--- src/rtl/spi_pkg.sv ---
// Shared types and constants for the SPI slave front-end of the 256x8 SPI RAM.
package spi_pkg;

  localparam int unsigned DEF_ADDR_W = 8;
  localparam int unsigned DEF_DATA_W = 8;

  localparam logic [1:0] OP_WR_ADDR = 2'b00;
  localparam logic [1:0] OP_WR_DATA = 2'b01;
  localparam logic [1:0] OP_RD_ADDR = 2'b10;
  localparam logic [1:0] OP_RD_DATA = 2'b11;

  typedef enum logic [2:0] {
    IDLE,
    CHK_CMD,
    WRITE,
    READ_ADD,
    READ_DATA
  } state_e;

  // Progress within a command state: word shift, RAM wait, MISO shift, finished.
  typedef enum logic [1:0] {
    PH_WORD,
    PH_WAIT_TX,
    PH_SHIFT,
    PH_DONE
  } phase_e;

endpackage

--- src/rtl/spi_slave_ctrl.sv ---
// SPI slave sequencer: deserialises MOSI into opcode+payload words for the RAM
// and serialises RAM read data back on MISO for read-data commands.
module spi_slave_ctrl
  import spi_pkg::*;
#(
  parameter int unsigned ADDR_W = DEF_ADDR_W,
  parameter int unsigned DATA_W = DEF_DATA_W
) (
  input  logic              clk,
  input  logic              rst_n,
  input  logic              SS_n,
  input  logic              MOSI,
  output logic              MISO,
  output logic [ADDR_W+1:0] rx_data,
  output logic              rx_valid,
  input  logic [DATA_W-1:0] tx_data,
  input  logic              tx_valid
);

  localparam logic [3:0] LAST_RX_CNT = 4'(ADDR_W);
  localparam logic [3:0] LAST_TX_CNT = 4'(DATA_W - 1);

  state_e              r_state;
  state_e              w_state_nxt;
  phase_e              r_phase;
  logic [3:0]          r_cnt;
  logic [ADDR_W:0]     r_rx_shift;
  logic [DATA_W-1:0]   r_tx_shift;
  logic [ADDR_W+1:0]   r_rx_data;
  logic                r_rx_valid;
  logic                r_rd_addr_done;

  always_ff @(posedge clk or negedge rst_n) begin
    if (!rst_n) r_state <= IDLE;
    else        r_state <= w_state_nxt;
  end

  always_comb begin
    w_state_nxt = r_state;
    if (SS_n) begin
      w_state_nxt = IDLE;
    end else begin
      case (r_state)
        IDLE:    w_state_nxt = CHK_CMD;
        CHK_CMD: begin
          if (!MOSI)               w_state_nxt = WRITE;
          else if (r_rd_addr_done) w_state_nxt = READ_DATA;
          else                     w_state_nxt = READ_ADD;
        end
        default: w_state_nxt = r_state;
      endcase
    end
  end

  always_ff @(posedge clk or negedge rst_n) begin
    if (!rst_n) begin
      r_phase        <= PH_WORD;
      r_cnt          <= '0;
      r_rx_shift     <= '0;
      r_tx_shift     <= '0;
      r_rx_data      <= '0;
      r_rx_valid     <= 1'b0;
      r_rd_addr_done <= 1'b0;
    end else begin
      r_rx_valid <= 1'b0;
      if (SS_n) begin
        r_phase <= PH_WORD;
        r_cnt   <= '0;
      end else begin
        case (r_state)
          IDLE: begin
            r_phase <= PH_WORD;
            r_cnt   <= '0;
          end
          CHK_CMD: begin
            r_rx_shift <= {{ADDR_W{1'b0}}, MOSI};
            r_phase    <= PH_WORD;
            r_cnt      <= '0;
          end
          default: begin
            case (r_phase)
              PH_WORD: begin
                r_rx_shift <= {r_rx_shift[ADDR_W-1:0], MOSI};
                if (r_cnt == LAST_RX_CNT) begin
                  r_rx_data  <= {r_rx_shift, MOSI};
                  r_rx_valid <= 1'b1;
                  r_cnt      <= '0;
                  r_phase    <= (r_state == READ_DATA) ? PH_WAIT_TX : PH_DONE;
                  if (r_state == READ_ADD) r_rd_addr_done <= 1'b1;
                end else if (r_cnt != '1) begin
                  r_cnt <= r_cnt + 4'd1;
                end
              end
              PH_WAIT_TX: begin
                if (tx_valid) begin
                  r_tx_shift <= tx_data;
                  r_cnt      <= '0;
                  r_phase    <= PH_SHIFT;
                end
              end
              PH_SHIFT: begin
                if (r_cnt == LAST_TX_CNT) begin
                  r_phase        <= PH_DONE;
                  r_rd_addr_done <= 1'b0;
                end else begin
                  r_tx_shift <= {r_tx_shift[DATA_W-2:0], 1'b0};
                  if (r_cnt != '1) r_cnt <= r_cnt + 4'd1;
                end
              end
              default: r_phase <= PH_DONE;
            endcase
          end
        endcase
      end
    end
  end

  // MISO is only live while the captured RAM byte is being shifted out.
  assign MISO     = (r_state == READ_DATA) && (r_phase == PH_SHIFT) && r_tx_shift[DATA_W-1];
  assign rx_data  = r_rx_data;
  assign rx_valid = r_rx_valid;

endmodule
--- config.mk ---
export PLATFORM = sky130hd
export DESIGN_NAME = spi_slave_ctrl
export DESIGN_NICKNAME = d
export VERILOG_FILES = /design/src/rtl/spi_pkg.sv /design/src/rtl/spi_slave_ctrl.sv
export SDC_FILE = /design/constraint.sdc
export NUM_CORES = 1
export LEC_CHECK = 0
export ABC_CLOCK_PERIOD_IN_PS = 2550
export BUFFER_PORTS_ARGS = -buffer_cell sky130_fd_sc_hd__buf_2
export CORE_UTILIZATION = 25
export DETAILED_ROUTE_END_ITERATION = 8
export HOLD_SLACK_MARGIN = 0.12
export PLACE_DENSITY = 0.5
export SYNTH_ARGS = -nofsm -noshare
export SYNTH_HDL_FRONTEND = slang
export SYNTH_SLANG_ARGS = --single-unit
--- constraint.sdc ---
create_clock -name clk -period 2.55 [get_ports clk]
set_input_delay 0.255 -clock clk [delete_from_list [all_inputs] [get_ports clk]]
set_output_delay 0.255 -clock clk [all_outputs]
set_load 0.05 [all_outputs]
---- After elaboration in Yosys (flattened, before gate mapping) ----
Index checks and enable logic that the tools add are counted.
storage, ports and cells
  input bits .............................. 13
  output and inout bits ................... 12
  register bits ........................... 38
  logic and storage cells ................. 76
cells by class
  add/sub/neg operators ................... 1
  equal/unequal tests ..................... 17
  reductions and logical operators ........ 16
  muxes and demuxes ....................... 31
  bitwise logic cells ..................... 3
operator list
  kind                                                             number
  4-bit 2-to-1 mux                                                 6
  4-bit inequality test, second input constant                     5
  9-bit case mux with 2 select lines                               1
  8-bit 2-to-1 mux                                                 2
  8-bit case mux with 2 select lines                               1
  2-bit 2-to-1 mux                                                 6
  4-bit case mux with 3 select lines                               1
  2-bit inequality test, second input constant                     5
  3-bit 2-to-1 mux                                                 3
  9-bit 2-to-1 mux                                                 1
  3-bit AND reduction                                              3
  1-bit 2-to-1 mux                                                 7
  2-bit case mux with 3 select lines                               1
  3-bit case mux with 2 select lines                               1
  6-bit AND reduction                                              1
  2-bit nonzero test                                               3
  5-bit AND reduction                                              1
  5-bit nonzero test                                               1
  4-bit by 1-bit adder with 4-bit output, second input constant    1
  4-bit by 3-bit == test with 1-bit output, second input constant  1
  4-bit == test, second input constant                             1
  4-bit AND reduction                                              1
  3-bit by 1-bit == test with 1-bit output, second input constant  1
  3-bit by 2-bit == test with 1-bit output, second input constant  1
  10 further kinds                                                 13

---- Logic depth before layout (Yosys ltp) ----
Gate-level depths: netlist (run 1).
  depth in word-level cells ............... 6
  gate-level depth with buffers ........... 7
  depth with buffers taken out ............ 6

---- Worst setup path after synthesis (run 1) ----
No wires, ideal clock.
  kind .................................... flip-flop to flip-flop
  from .................................... reg r_phase[0]
  to ...................................... reg r_rx_data[1] (netlist: rx_data[1])
  clock period less this slack ............ 1.654 ns
  library setup time ...................... 0.125 ns
  stages on the path, launching flop included .. 8
  path buffers ............................ 2
  data required time ...................... 2.425 ns
  slack ................................... 0.896 ns
  arrival time ............................ 1.529 ns
  cells stage by stage .................... dfrtp_1 -> inv_1 -> ha_1 -> and2_4 -> buf_6 -> nand4_4 -> buf_6 -> mux2_4
between the ends
  word-level cells in the longest chain between the ends .. 2
ends and longest elaborated chain
  element                        RTL line              text
  start, declared                spi_slave_ctrl.sv:25  phase_e r_phase;
  start signal, assigned         spi_slave_ctrl.sv:88  r_phase <= (r_state == READ_DATA) ? PH_WAIT_TX : PH_DONE;
  2-bit zero test                spi_slave_ctrl.sv:81  case (r_phase)
  4-bit AND reduction (no line)  n/a
  end signal, assigned           spi_slave_ctrl.sv:85  r_rx_data <= {r_rx_shift, MOSI};
  end, declared                  spi_slave_ctrl.sv:29  logic [ADDR_W+1:0] r_rx_data;
No other way between the ends.
A chain may end at the register's enable or synchronous reset.

---- Worst setup path after layout (run 1) ----
  from .................................... reg r_phase[0]
  to ...................................... out MISO
between the ends
  word-level cells in the longest chain between the ends .. 3
ends and longest elaborated chain
  element                          RTL line               text
  2-bit == test                    spi_slave_ctrl.sv:119  assign MISO = (r_state == READ_DATA) && (r_phase == PH_SHIFT) && r_tx_shift[DATA_W-1];
  1-bit logical AND (2 in series)  spi_slave_ctrl.sv:119
  end, declared                    spi_slave_ctrl.sv:13   output logic MISO,
No other way between the ends.

==> impl.org, run 1 <==
** Timing
- Slew at the pin closest to its max-slew limit :: 0.842 ns
- Final Cycle Share :: 82.3%
- Final Hold Fails :: 0
- Minimum clock period after layout :: 2.10 ns
- Worst slew margin relative to its limit :: 43.9%
- The clock arrives with 0.00348 ns of skew.
- Setup repair after global routing left no endpoint under its margin.
- The number of slew-limit violations in the final report was 0.
- Static timing analysis puts the maximum clock frequency at 476 MHz.
- Worst-case hold slack :: 0.211 ns
- Post-route setup TNS :: 0 ns
- Setup violations remaining at the end of the flow were counted as 0.

** Global routing
- Most Crowded Layer GR :: met2
- Global routing usage on met2 :: 16.1%
- Number of global-route vias before repair :: 1229
- Global-route wire length before repair :: 6040 µm
- Antenna violations before repair :: 0
- For met1 alone, demand over resource in global routing was 13.5%.
- Global routing used 10.1% of the available tracks across all layers.
- Entering global routing, the biggest net connects 39 pins.
- The total overflow left after global routing is 0.
- GR Layer Usage met3 :: 3.02%

** Logic synthesis
- In this run, synthesis inferred 0 flip-flops with an integrated enable.
- The number of nets in the synthesized netlist is 174.
- For this run, the leading register cell type out of synthesis is dfrtp_1.
- The netlist uses 39 different library cells.
- Synthesis handed over a netlist of 156 instances.
- Synthesized area per cell :: 11.9 µm²
- For this run, the register share of the synthesized area comes to 51.4%.
- Count of warnings emitted by yosys :: 0
- Fraction of registers with async set/reset :: 100%
- Counting flops and latches in the post-synthesis netlist gives 38.
- After synthesis the cells add up to 1850 µm².

** Die
- Ports placed on the boundary :: 25
- Once the floorplan was initialized, standard cells occupied 25.7% of the core.
- Measured along the y axis, the die boundary spans 88.1 µm.
- Placement Rows :: 31
- The floorplan step set the die width to 88.1 µm.
- Floorplan Core Area :: 7210 µm²
- Die Footprint :: 7760 µm²

** Min path
- The worst hold path belongs to the class input port to flip-flop.

** Cells and area
- Relative to the synthesized area, the layout overhead comes to 16.4%.
- Proportion of layout cells with a drive suffix above 1 :: 26.2%
- Final Instance Count excl. Fillers :: 282
- The filler cells instantiated in the layout total 771.
- After routing the design area is 2150 µm².
- Most common cell after layout, fill and taps aside :: dfrtp_1
- The top cell types in the final layout, fill and taps aside, are dfrtp_1, buf_2, nand2_1.
- The sequential cells in the finished layout cover a total of 951 µm².
- In the final layout, the multi-input gates occupy 817 µm².
- After the last flow step, the layout net total stands at 200.
- 0 antenna diodes ended up in the layout.

** Setup path
- Largest fanout of any net on the critical path :: 13
- The worst setup path is of the flip-flop to primary output kind.
- Crit path launch type :: flip-flop
- At the worst endpoint, the arrival time is 1.84 ns.
- For the worst setup path, the data required time is 2.30 ns.
- The worst setup path is captured at a primary output.

** Clock network
- Clock tree root buffer cell :: clkbuf_8
- The later pin in the worst-skew pair is clocked with a latency of 0.29 ns.
- TritonCTS built the clock tree.
- The clock net in this run drives a total of 38 sinks.
- H-tree Lvls :: 2
- Number of buffers inserted to repair setup after CTS :: 0
- Counting the buffers created by CTS gives 5.
- In this run the deepest clock path goes through 2 buffers.
- Clock transition time at the flip-flop clock pins of the worst setup and hold paths :: 0.08 ns

** Routing
- Summed over all layers, the routed wires come to 3560 µm.
- Once detail routing completed, the nets flagged for antenna violations numbered 0.
- Iteration count of the initial detailed-routing pass :: 4
- The detailed router placed 1249 vias in this run.
- DRC violation count after routing :: 0
- Detailed-route wire length per cell :: 12.6 µm
- The first routing iteration left 74 violations.
- Routed vias/inst :: 4.43

** Pwr
- The analysis attributes to cell leakage a power of 1.01 nW.
- Worst ir drop on vdd :: 0.149 mV
- In this run the power density over the cells is 540 nW/µm².

** Placement
- Input and output buffers added on the ports amount to 24.
- The number of placed instances, taps included, is 273.
- At the end of routability-driven placement, the weighted congestion stood at 0.822.
- Half-perimeter wire length after placement :: 2480 µm
- Placement-stage cell area :: 2050 µm²

** Status
- The run finished with clean final reports.

** Flow run
- Across the run, the number of max-cap violations was 0.
## critical path: stages, from the launching register on
cell     delay [ns]
dfrtp_1        0.40
inv_1          0.08
ha_1           0.53
and3_1         0.27
buf_2          0.27
## synthesized netlist by cell type (2+ instances only)
| cell | n | area (µm²) |
|---|---|---|
| nand2b_1 | 2 | 12.5 |
| a22o_1 | 9 | 78.8 |
| inv_1 | 10 | 37.5 |
| nand3b_1 | 2 | 15.0 |
| buf_6 | 3 | 33.8 |
| dfrtp_1 | 38 | 951 |
| nor3_1 | 4 | 20.0 |
| mux2_2 | 3 | 33.8 |
| nand4b_1 | 3 | 26.3 |
| mux2_4 | 9 | 135 |
| o21ai_0 | 10 | 50.1 |
| a31oi_1 | 2 | 12.5 |
| nor2_1 | 5 | 18.8 |
| nand3_1 | 3 | 15.0 |
| mux2i_1 | 7 | 70.1 |
| o311a_1 | 2 | 20.0 |
| a32o_1 | 2 | 20.0 |
| a21oi_1 | 2 | 10.0 |
| ha_1 | 5 | 62.6 |
| o31ai_1 | 3 | 22.5 |
| nand2_1 | 13 | 48.8 |
| clkbuf_1 | 2 | 7.51 |
## cells by family after synthesis
kind of cell,synth area share (%)
AND/OR/NAND/NOR,13.2
flip-flops,51.4
buffers and inverters,4.53
AO/OA/AOI/OAI,14.6
multiplexers,12.9
adder cells (fa/ha/maj),3.38
## power by group
part           switching [mW]  internal (mW)
Clock                   0.219          0.217
Sequential             0.0219          0.625
Combinational          0.0431         0.0369
## registers in the layout, indices dropped and copies added, names as in the netlist
name and count:
r_rd_addr_done 1, rx_valid 1, r_tx_shift 8, rx_data 10, r_rx_shift 9, r_cnt 4, r_phase 2, r_state 3
## routing by layer
metal  share of wire [%]  vias up
li1                    -      620
met1                  50      588
met2                  45       36
met3                 4.7        5
met4                0.93        0
met5                   0        -
## final timing paths
| kind | from | to | slack [ns] | cells after the start |
|---|---|---|---|---|
| setup / recovery | r_phase[0]$_DFFE_PN0P_ | MISO | 0.45 | 4 |
| hold / removal | tx_data[0] | r_tx_shift[0]$_DFFE_PN0P_ | 0.21 | 3 |
| setup reg to reg | r_phase[0]$_DFFE_PN0P_ | r_rd_addr_done$_DFFE_PN0P_ | 0.50 | 6 |
| hold reg to reg | r_tx_shift[2]$_DFFE_PN0P_ | r_tx_shift[2]$_DFFE_PN0P_ | 0.48 | 2 |
| max in group asynchronous | rst_n | r_tx_shift[1]$_DFFE_PN0P_ | 1.42 | 2 |
| min in group asynchronous | rst_n | rx_data[1]$_DFFE_PN0P_ | 0.61 | 2 |
## per-stage QoR
stage	util, %	setup slack [ns]	total power [mW]
after floorplan	-	0.896	0.707
after global placement	28.4	0.531	0.740
after detailed placement	28.4	0.480	0.741
after CTS	29.9	0.425	1.18
after global routing	29.9	0.307	1.23
final	29.9	0.450	1.16
## what timing repair did
item / CTS / global route
hold buffers: 1 / 0
resized for setup: 0 / 0
endpoints found under the hold margin: 38 / 0
## cell type report
| type | count | area share [%] |
|---|---|---|
| clock inverters | 2 | 0.581 |
| repair buffers | 25 | 6.04 |
| inverters | 10 | 1.74 |
| multi-input cells | 102 | 37.9 |
| clock buffers | 6 | 3.83 |
| flip-flops and latches | 38 | 44.1 |
| well taps | 99 | 5.75 |
(Power assumes the default switching activity.)
==> run 2, diff against run 1 <==
--- a/config.mk
+++ b/config.mk
@@ -5,7 +5,8 @@
 export SDC_FILE = /design/constraint.sdc
 export NUM_CORES = 1
 export LEC_CHECK = 0
-export ABC_CLOCK_PERIOD_IN_PS = 2550
+export ABC_AREA = 1
+export ABC_CLOCK_PERIOD_IN_PS = 2000
 export BUFFER_PORTS_ARGS = -buffer_cell sky130_fd_sc_hd__buf_2
 export CORE_UTILIZATION = 25
 export DETAILED_ROUTE_END_ITERATION = 8
==> constraint.sdc (replaced) <==
create_clock -name clk -period 2 [get_ports clk]
set_input_delay 0.2 -clock clk [delete_from_list [all_inputs] [get_ports clk]]
set_output_delay 0.2 -clock clk [all_outputs]
set_load 0.05 [all_outputs]
==> run 2 against run 1 <==
  * Setup slack worse by 0.32 ns
  * Design area up 1.5%
  * Register-to-register slack got worse by 0.07 ns
  * Largest power group unchanged
  * Largest cell class unchanged
  * Combinational power up 110%
  * Global-route usage rose by 0.13 points
  * Count of clock-buffer cells in the layout is the same
  * Final cell count increased by 20%
  * Critical endpoint unchanged
  * Clock power is 51% higher
  * Area after synthesis fell by 1.0%
==> impl.org, run 2 <==
** Status
- The run finished with clean final reports.

** Timing
- Fmax :: 534 MHz
- Worst clock skew on the final layout :: 0.00578 ns (+0.00231 ns)
- The tightest slew margin relative to the limit was 70.7% (+27 points).
- Slew at the pin closest to its max-slew limit :: 0.440 ns (-0.402 ns)
- Dividing the final minimum period by the clock period gives 93.6%.
- The number of hold-slack violations in the final timing report was 0 (unchanged).
- The number of slew-limit violations in the final report came to 0 (unchanged).
- The final number of setup-violating endpoints is 0 (unchanged).
- The smallest clock period supported by the final layout is computed as 1.87 ns.
- The setup total negative slack was 0 ns (unchanged).
- The worst hold margin came to 0.153 ns (-0.0573 ns).
- Setup repair after global routing missed its margin :: false

** Global routing
- The global-route wire length before repair is 6180 µm (+2.4%).
- Antenna violations before repair :: 0 (unchanged)
- The via count of the first global-routing pass is 1314 (+6.9%).
- GRT Overall Usage :: 10.3% (+0.13 points)
- Largest net degree at the start of global routing :: 39 (unchanged)
- The remaining global-route overflow was 0 (unchanged).

** Cells and area
- The area growth from synthesis to layout is 19.3%.
- Proportion of layout cells with a drive suffix above 1 :: 17.8% (-8.4 points)
- Leading cell types in the layout, fill and taps excluded :: nand2_1, dfrtp_1, inv_1
- The flip-flop count of the largest register after layout was 10 (unchanged).
- The number of antenna cells inserted was 0 (unchanged).
- The design area is 2190 µm² (+1.5%).
- The library cell used most frequently in the layout, excluding fill and tap cells, is nand2_1.
- The number of nets in the layout is 259 (+30%).

** Pwr
- The power density over cell area was 755 nW/µm² (+40%).
- The leakage power summed over all cells was 1.11 nW (+9.8%).
- Sw power :: 392 µW (+38%)
- Worst ir drop on vdd :: 0.265 mV (+78%)
- The fraction of power spent switching nets came to 23.7% (-0.71 points).
- The cell-internal power came to 1.26 mW (+43%).
- The total power came to 1.65 mW (+42%).
- The sequential share of power was 49.8% (-5.8 points).
- The proportion of power drawn by combinational gates was 10.4% (+3.5 points).
- Clock network power share :: 39.8% (+2.3 points)

** Logic synthesis
- Fraction of registers with async set/reset :: 100% (unchanged)
- The sequential cell area fraction in the yosys report was 51.9% (+0.53 points).
- Count of flip-flops with a built-in enable after synthesis :: 0 (unchanged)
- The count of warnings emitted by yosys is 0 (unchanged).
- Flip-flop and latch count after synthesis :: 38 (unchanged)
- The post-synthesis area per instance was 8.61 µm² (-28%).
- Synth Cell Area :: 1830 µm² (-1.0%)
- Most used standard cell by instance count after synthesis :: nand2_1
- Most instantiated flip-flop cell in the synthesis netlist :: dfrtp_1
- Sorting the synthesized cells by how often they occur yields nand2_1, dfrtp_1, inv_1.
- The instance count of the mapped netlist is 213 (+37%).
- Area share of the largest cell type after synthesis :: 51.9% (+0.53 points)
- Number of distinct library cells after synthesis :: 26 (-33%)
- The net count after synthesis came to 231 (+33%).
- Library cell occupying the most area in the post-synthesis netlist :: dfrtp_1
- Leading post-synthesis cells by cell area :: dfrtp_1, nand2_1, inv_1

** Clock network
- CTS tree :: yes
- Clock tree root buffer cell :: clkbuf_8
- Latest clock arrival within the worst-skew pair :: 0.28 ns (about the same)
- The count of clock tree sinks is 38 (unchanged).
- The quantity of gates resized following cts came to 0 (unchanged).
- The clock-pin slew on the worst setup and hold paths is 0.08 ns (about the same).
- Number of buffers inserted to repair setup after CTS :: 0 (unchanged)
- The CTS buffer count was 5 (unchanged).
- Cts hold-fix bufs :: 1 (unchanged)
- H-tree Lvls :: 2 (unchanged)
- Maximum clock insertion buffer count :: 2 (unchanged)

** Min path
- The worst hold path begins at tx_data[0].
- The worst hold path depth is 3 (unchanged).
- Tightest Hold Check Type :: input port to flip-flop
- The path with the worst hold slack has its endpoint at r_tx_shift[0]$_DFFE_PN0P_.

** Die
- Width of the chip :: 87.6 µm (-0.50%)
- The die span in y came to 87.6 µm (-0.50%).
- Effective utilization at floorplan :: 26.4% (+0.73 points)
- The total core area was 6940 µm² (-3.7%).
- Die Footprint :: 7680 µm² (-1.0%)
- Placement Rows :: 30 (-3.2%)
- Ports placed on the boundary :: 25 (unchanged)

** Setup path
- The cell count of the worst reg-to-reg path is 9 (+3).
- The critical path required time is 1.80 ns (-0.50 ns).
- RR Startpoint :: r_phase[0]$_DFFE_PN0P_
- The critical path is of the flip-flop to primary output type.
- Reg2Reg Setup Slack :: 0.43 ns (-0.07 ns)
- The worst endpoint data arrival time came to 1.67 ns (-0.17 ns).
- End of the worst register-to-register path :: r_cnt[1]$_DFFE_PN0P_
- Kind of end point of the critical path :: primary output
- Crit path launch type :: flip-flop
- The maximum fanout encountered on the critical timing path was 17 (+4).

** Placement
- The routability congestion estimate from global placement is 0.762 (-7.3%).
- The HPWL reported at the end of detailed placement came to 2500 µm (+0.79%).
- The instance area after placement is 2060 µm² (+0.73%).
- The number of buffers added on ports was 24 (unchanged).

** Routing
- The routed via count divided by cell count was 4.16 (-6.1%).
- The via total after detailed routing came to 1402 (+12%).
- The routed wire length is 3490 µm (-2.0%).
- 1st-iter DRT viols :: 55 (-26%)
- Iteration count of the initial detailed-routing pass :: 4 (unchanged)
- The mean routed wirelength per cell came to 10.4 µm (-18%).
- Antenna Nets Post-Route :: 0 (unchanged)
- The residual DRC count was 0 (unchanged).

** Flow run
- The number of maximum-capacitance constraint violations came to 0 (unchanged).
==> run 2: cell types whose count changed after synthesis, sizes merged, moves of 7 or more <==
cell	previous run	this run
nand3	3	16
inv	10	38
mux2	12	0
o21ai	10	32
nand2	13	51
o22ai	0	8
a22o	9	0
mux2i	7	0
==> run 2: through the flow <==
| stage | util [%] | worst slack (ns) | std cells |
|---|---|---|---|
| floorplan | - | 0.178 | 213 |
| global placement | 29.7 | 0.425 | 329 |
| detailed placement | 29.7 | 0.417 | 329 |
| CTS | 31.5 | 0.129 | 337 |
| global route | 31.5 | 0.0409 | 337 |
| finish | 31.5 | 0.129 | 337 |
==> run 2: layer usage <==
layer / global-route usage (%) / vias up / part of all wire (%)
met5: 0 / - / 0
met4: 2.24 / 0 / 0.23
met3: 2.92 / 2 / 3.5
met2: 15.8 / 24 / 44
met1: 14.3 / 637 / 52
li1: - / 739 / -
==> run 2: power by group through the flow <==
stage | Sequential, mW | Clock, mW | Combinational, mW
2_1_floorplan | 0.850 | 0 | 0.0955
3_3_place_gp | 0.838 | 0 | 0.172
3_5_place_dp | 0.838 | 0 | 0.174
4_1_cts | 0.823 | 0.685 | 0.176
5_1_grt | 0.827 | 0.715 | 0.196
6_report | 0.823 | 0.658 | 0.172
==> run 2: worst max-delay path by stage <==
stage / endpoint / startpoint
3_5_place_dp: r_rx_shift[3]$_DFFE_PN0P_ / r_phase[0]$_DFFE_PN0P_
2_1_floorplan: MISO / r_phase[0]$_DFFE_PN0P_
6_report: MISO / r_phase[0]$_DFFE_PN0P_
3_3_place_gp: r_rx_shift[7]$_DFFE_PN0P_ / r_phase[0]$_DFFE_PN0P_
5_1_grt: MISO / r_phase[0]$_DFFE_PN0P_
4_1_cts: MISO / r_phase[0]$_DFFE_PN0P_
==> run 2: cells by family after synthesis <==
family	after synthesis	synth area share [%]
buffers and inverters	43	9.62
DFF	38	51.9
and+or+nand+nor	80	20.4
AOI/OAI and AO/OA	47	14.7
adders and majority gates	5	3.41
==> run 2: critical path, stage by stage (launching register included) <==
cell	delay [ns]
dfrtp_1	0.40
inv_1	0.09
ha_1	0.27
inv_2	0.17
nor3_2	0.19
buf_2	0.28
==> run 2: area by class of cell <==
cell class / count / area, µm²
inverters: 38 / 143
repair buffers: 26 / 150
fillers: 748 / 4760
clock buffers: 6 / 82.6
multi-input cells: 132 / 711
well taps: 96 / 120
flip-flops and latches: 38 / 951
clock inverters: 1 / 30.0
